[src/rtl/if_fetch_stage.sv]
// Instruction-fetch stage: owns the PC, the single-outstanding imem
// request handshake and the IF/ID pipeline register.
//
// Ports:
//   clk, reset          - clock, synchronous active-high reset
//   stall               - hazard stall, freezes PC and IF/ID
//   branch_taken/target - ID-stage redirect (target bits [1:0] dropped)
//   halt                - stop fetching, sticky until reset
//   imem_req_*          - request handshake (valid/ready/addr)
//   imem_rsp_*          - response (valid/data), latency >= 1
//   if_id_*             - IF/ID register (instr, pc_plus4, valid)
//   halted              - fetch stopped with nothing outstanding
module if_fetch_stage #(
    parameter logic [31:0] RESET_PC  = 32'h0000_0000,
    parameter logic [31:0] NOP_INSTR = 32'h0000_0000
) (
    input  logic        clk,
    input  logic        reset,
    input  logic        stall,
    input  logic        branch_taken,
    input  logic [31:0] branch_target,
    input  logic        halt,
    output logic        imem_req_valid,
    input  logic        imem_req_ready,
    output logic [31:0] imem_addr,
    input  logic        imem_rsp_valid,
    input  logic [31:0] imem_rsp_data,
    output logic [31:0] if_id_instr,
    output logic [31:0] if_id_pc_plus4,
    output logic        if_id_valid,
    output logic        halted
);

    typedef enum logic [1:0] {
        S_REQ,
        S_WAIT,
        S_HOLD,
        S_HALT
    } state_e;

    state_e      state_q;
    logic [31:0] pc_q;
    logic [31:0] req_pc_q;
    logic [31:0] skid_q;
    logic [31:0] instr_q;
    logic [31:0] pcp4_q;
    logic        kill_q;
    logic        hlatch_q;
    logic        valid_q;
    logic        halted_q;

    logic        redir;
    logic        req_fire;
    logic [31:0] tgt;
    logic [31:0] req_pc4;

    // A branch frozen in ID by a stall re-evaluates later.
    assign redir    = branch_taken & ~stall;
    assign tgt      = branch_target & 32'hFFFF_FFFC;
    assign req_pc4  = req_pc_q + 32'd4;

    assign imem_req_valid = (state_q == S_REQ) & ~hlatch_q
                          & ~halt & ~redir;
    assign req_fire       = imem_req_valid & imem_req_ready;
    assign imem_addr      = pc_q;

    assign if_id_instr    = instr_q;
    assign if_id_pc_plus4 = pcp4_q;
    assign if_id_valid    = valid_q;
    assign halted         = halted_q;

    always_ff @(posedge clk) begin
        if (reset) begin
            state_q  <= S_REQ;
            pc_q     <= RESET_PC;
            req_pc_q <= RESET_PC;
            skid_q   <= NOP_INSTR;
            kill_q   <= 1'b0;
            hlatch_q <= 1'b0;
            instr_q  <= NOP_INSTR;
            pcp4_q   <= 32'd0;
            valid_q  <= 1'b0;
            halted_q <= 1'b0;
        end else begin
            hlatch_q <= hlatch_q | halt;
            // IF/ID takes a bubble unless a delivery below overrides it.
            if (!stall) begin
                instr_q <= NOP_INSTR;
                valid_q <= 1'b0;
            end
            unique case (state_q)
                S_REQ: begin
                    if (redir) begin
                        pc_q <= tgt;
                    end else if (req_fire) begin
                        req_pc_q <= pc_q;
                        kill_q   <= 1'b0;
                        state_q  <= S_WAIT;
                    end else if (halt | hlatch_q) begin
                        state_q  <= S_HALT;
                        halted_q <= 1'b1;
                    end
                end
                S_WAIT: begin
                    if (redir) begin
                        pc_q <= tgt;
                        if (imem_rsp_valid) begin
                            kill_q  <= 1'b0;
                            state_q <= S_REQ;
                        end else begin
                            // Wrong-path response still in flight.
                            kill_q <= 1'b1;
                        end
                    end else if (imem_rsp_valid) begin
                        if (kill_q) begin
                            kill_q  <= 1'b0;
                            state_q <= S_REQ;
                        end else if (!stall) begin
                            instr_q <= imem_rsp_data;
                            pcp4_q  <= req_pc4;
                            valid_q <= 1'b1;
                            pc_q    <= req_pc4;
                            state_q <= S_REQ;
                        end else begin
                            skid_q  <= imem_rsp_data;
                            state_q <= S_HOLD;
                        end
                    end
                end
                S_HOLD: begin
                    if (!stall) begin
                        if (redir) begin
                            pc_q <= tgt;
                        end else begin
                            instr_q <= skid_q;
                            pcp4_q  <= req_pc4;
                            valid_q <= 1'b1;
                            pc_q    <= req_pc4;
                        end
                        state_q <= S_REQ;
                    end
                end
                S_HALT: begin
                    state_q <= S_HALT;
                end
                default: begin
                    state_q <= S_REQ;
                end
            endcase
        end
    end

endmodule
[config.mk]
export PLATFORM = sky130hd
export DESIGN_NAME = if_fetch_stage
export DESIGN_NICKNAME = d
export VERILOG_FILES = /design/src/rtl/if_fetch_stage.sv
export SDC_FILE = /design/constraint.sdc
export NUM_CORES = 1
export LEC_CHECK = 0
export ABC_AREA = 0
export CORE_MARGIN = 2
export CORE_UTILIZATION = 50
export DETAILED_ROUTE_END_ITERATION = 12
export HOLD_SLACK_MARGIN = 0.12
export PLACE_DENSITY_LB_ADDON = 0.1
export SLEW_MARGIN = 20
export SYNTH_ARGS = -nofsm -noshare
export SYNTH_HDL_FRONTEND = slang
export SYNTH_SLANG_ARGS = --single-unit
[constraint.sdc]
create_clock -name clk -period 2.8 [get_ports clk]
set_input_delay 0.56 -clock clk [delete_from_list [all_inputs] [get_ports clk]]
set_output_delay 0.56 -clock clk [all_outputs]
set_load 0.01 [all_outputs]
==> impl_metrics.py, run 1 <==
metrics = {
    "outcome": {
        "status": "completed",
    },
    "timing": {
        "min_period_ns": 2.679,
        "final_max_slew_viol_count": 0,
        "hold_viol": 0,
        "finalClockSkew_ns": 0.009736,
        "relSlewSlack": 0.4608,
        "setup_viol": 0,
        "max_freq_mhz": 373.3,
        "final.setup.tns_ns": 0,
        "whs_ns": 0.4551,
        "finalCritPeriodShare": 0.9567,
        "worst_pin_slew_ns": 0.8015,
        "rsz0062_at_grt": "false",
    },
    "placement": {
        "gp_congestion": 0.8362,
        "place_hpwl_mm": 12.89,
        "placed_cells": 1190,
        "portBuffers": 167,
    },
    "route": {
        "vias_per_cell": 5.605,
        "dr.pass1.iters": 5,
        "postRouteAntennaNets": 0,
        "wl_per_cell_um": 16.26,
        "vias": 6844,
        "drt_first_iter_violations": 641,
        "drc": 0,
        "wirelength_mm": 19.85,
    },
    "setup_path": {
        "cp_common_cell": "clkdlybuf4s50_1",
        "r2r_cells": 7,
        "worstSetupPathType": "in2out",
        "slowest_delay_ns": 0.61,
        "start_kind": "input port",
        "path_delay_family": "buffers and inverters",
        "critPathCapture": "imem_req_valid",
        "startpoint": "stall",
        "required_ns": 2.24,
        "crit_cells": 4,
        "cp_slowest_cell": "clkdlybuf4s50_1",
        "r2r_slack_ns": 0.47,
        "crit_fanout": 8,
        "cp-end-kind": "output pin",
        "timing.critical_path.cells": "clkdlybuf4s50_1 -> nand2b_1 -> and3_1 -> clkdlybuf4s50_1",
        "arrival_ns": 2.12,
        "crit_buf_inv": 2,
        "r2r-start": "state_q[0]",
        "worstReg2RegEnd": "imem_addr[13]",
    },
    "global_routing": {
        "grt_pass1_vias": 6167,
        "overflow": 0,
        "grt_antenna_before_repair": 0,
        "grt_pass1_wl_mm": 30.66,
        "track_usage": 0.2553,
        "grt_max_degree": 155,
    },
    "final_layout": {
        "antenna_cells": 0,
        "final_cell_mix": "dfxtp_1, clkdlybuf4s50_1, nand2_1",
        "final_cells": 1221,
        "multi_input_area_sq_mm": 0.003568,
        "drive_above_1_share": 0.07012,
        "nFillCells": 1210,
        "regArea_sq_mm": 0.003323,
        "synthToLayoutAreaGrowth_pct": 34.50,
        "nets": 1107,
        "utilization": 0.6928,
    },
    "die": {
        "die_w_um": 124.0,
        "die_h_um": 124.0,
        "num_rows": 43,
        "die-area_sq_mm": 0.01539,
        "ios": 170,
        "initial_utilization": 0.5151,
        "fp.coreArea_sq_mm": 0.01399,
    },
    "synth": {
        "synth-simple-area-share": 0.2261,
        "yosys.area.top_type": "dfxtp_1",
        "synth_mux_area_frac": 0.01389,
        "syn_avg_cell_area_sq_um": 8.151,
        "synth_compound_area_frac": 0.2245,
        "synth-edff-count": 0,
        "synth-xor-area-share": 0.01702,
        "synthFlopType": "dfxtp_1",
        "synthesis.area_sq_mm": 0.007206,
        "synth_area_leaders": "dfxtp_1, nand2_1, a21oi_1, nor2_1, a2bb2oi_1",
        "synth_top_family_by_area": "simple AND/OR/NAND/NOR gates",
        "ys_async_sr_fraction": 0,
        "synthesis.nets": 962,
        "yosys.cell_types.count": 56,
        "synth-seq-cells": 166,
        "synthCells": 884,
        "synthAdderAreaFrac": 0.01215,
        "synth_top_area_frac": 0.4612,
        "ys_warn_count": 0,
        "ys_seq_area_frac": 0.4612,
    },
    "pwr": {
        "p_leak_nw": 3.253,
        "p_per_area_mw_per_mm2": 845.4,
        "finalPower_w": 0.008193,
        "ir_drop_uv": 713.8,
    },
    "clock_network": {
        "htreeDepth": 4,
        "cts.sinks": 166,
        "cts_buffers": 17,
        "root_buffer": "clkbuf_16",
        "post-cts-setup-buffers": 0,
        "clk_pin_slew_ns": 0.06,
        "hold_buffers": 0,
        "clk_path_buf_depth": 2,
        "cts_resized": 0,
        "insertion_delay_ns": 0.43,
        "cts_tree": "built",
    },
    "run": {
        "maxCapViolCount": 0,
    },
    "worst_hold_path": {
        "hold_class": "reg2reg",
        "min_delay_path_depth": 2,
        "hold_path.startpoint": "skid_q[7]",
    },
}
==> power breakdown <==
| part | total (W) | internal [W] | leakage, nW | switching (W) |
|---|---|---|---|---|
| clock network | 0.00221 | 0.00128 | 0.261 | 0.000924 |
| registers | 0.00297 | 0.00270 | 1.35 | 0.000266 |
| logic | 0.00302 | 0.00141 | 1.65 | 0.00161 |
==> sequential cells by signal, indices dropped and copies added (netlist names) <==
register,cells
hlatch_q,1
req_pc_q,32
state_q,2
halted,1
kill_q,1
if_id_instr,32
if_id_valid,1
if_id_pc_plus4,32
imem_addr,32
skid_q,32
==> synthesized netlist by cell type, drive strengths merged, types with 2 or more instances <==
cell type	instances
dfxtp	166
or3	4
o31ai	7
a31oi	9
ha	7
a311oi	6
xnor2	7
clkbuf	62
nor4	10
o31a	5
or4	4
and2	5
a211o	6
a22oi	31
nand4	5
nand2b	3
o211ai	3
and4	5
a21oi	78
and3	9
xor2	7
nor2	99
nor3	19
inv	14
mux2i	10
nand3	34
o21ai	19
o21a	3
a32o	3
a31o	2
a211oi	25
nand2	161
nor2b	4
o32ai	3
a2bb2oi	31
buf	9
==> logic make-up after synthesis <==
| logic type | count (synthesis) |
|---|---|
| and+or+nand+nor | 364 |
| adders and majority gates | 7 |
| buffers and inverters | 85 |
| AOI/OAI and AO/OA | 238 |
| xor gates and xnor gates | 14 |
| DFF | 166 |
| muxes | 10 |
==> tightest hold or removal path, delay by kind of cell, from the launching register on <==
family | cells | cell delay, ns
flops | 1 | 0.31
simple gates | 1 | 0.05
compound gates | 1 | 0.05
==> per-stage QoR <==
stage | worst slack, ns | instance area [sq um]
2_1_floorplan | 0.6704 | 7206
5_1_grt | 0.01953 | 9692
3_5_place_dp | 0.1391 | 9139
6_report | 0.1212 | 9692
3_3_place_gp | 0.1268 | 9139
4_1_cts | 0.1323 | 9692
==> layout make-up <==
cell class,count,share of cell area
multi-input combinational,633,0.3682
sequential,166,0.3429
timing repair buffer,197,0.2032
clock buffer,23,0.04932
tap,180,0.02324
clock inverter,8,0.007746
inverter,14,0.005422
==> how the worst min path moves through the flow <==
stage            endpoint  slack [ns]
2_1_floorplan  skid_q[31]        0.44
3_3_place_gp   skid_q[17]        0.44
3_5_place_dp   skid_q[24]        0.45
4_1_cts        skid_q[11]        0.46
5_1_grt        skid_q[10]        0.47
6_report        skid_q[7]        0.46
==> routing by layer <==
metal | GRT usage | up-vias | part of all wire
met5 | 0 | - | 0
met4 | 0.08497 | 0 | 0.017
met3 | 0.04991 | 23 | 0.056
met2 | 0.3975 | 207 | 0.47
met1 | 0.3550 | 3199 | 0.46
li1 | - | 3415 | -
No activity file was read; power rests on OpenSTA's default activity.
==> run 2, diff against run 1 <==
--- a/config.mk
+++ b/config.mk
@@ -11,7 +11,6 @@
 export DETAILED_ROUTE_END_ITERATION = 12
 export HOLD_SLACK_MARGIN = 0.12
 export PLACE_DENSITY_LB_ADDON = 0.1
-export SLEW_MARGIN = 20
 export SYNTH_ARGS = -nofsm -noshare
 export SYNTH_HDL_FRONTEND = slang
 export SYNTH_SLANG_ARGS = --single-unit
==> results of run 2 <==
Final layout, timing and power as in run 1 (identical DEF).
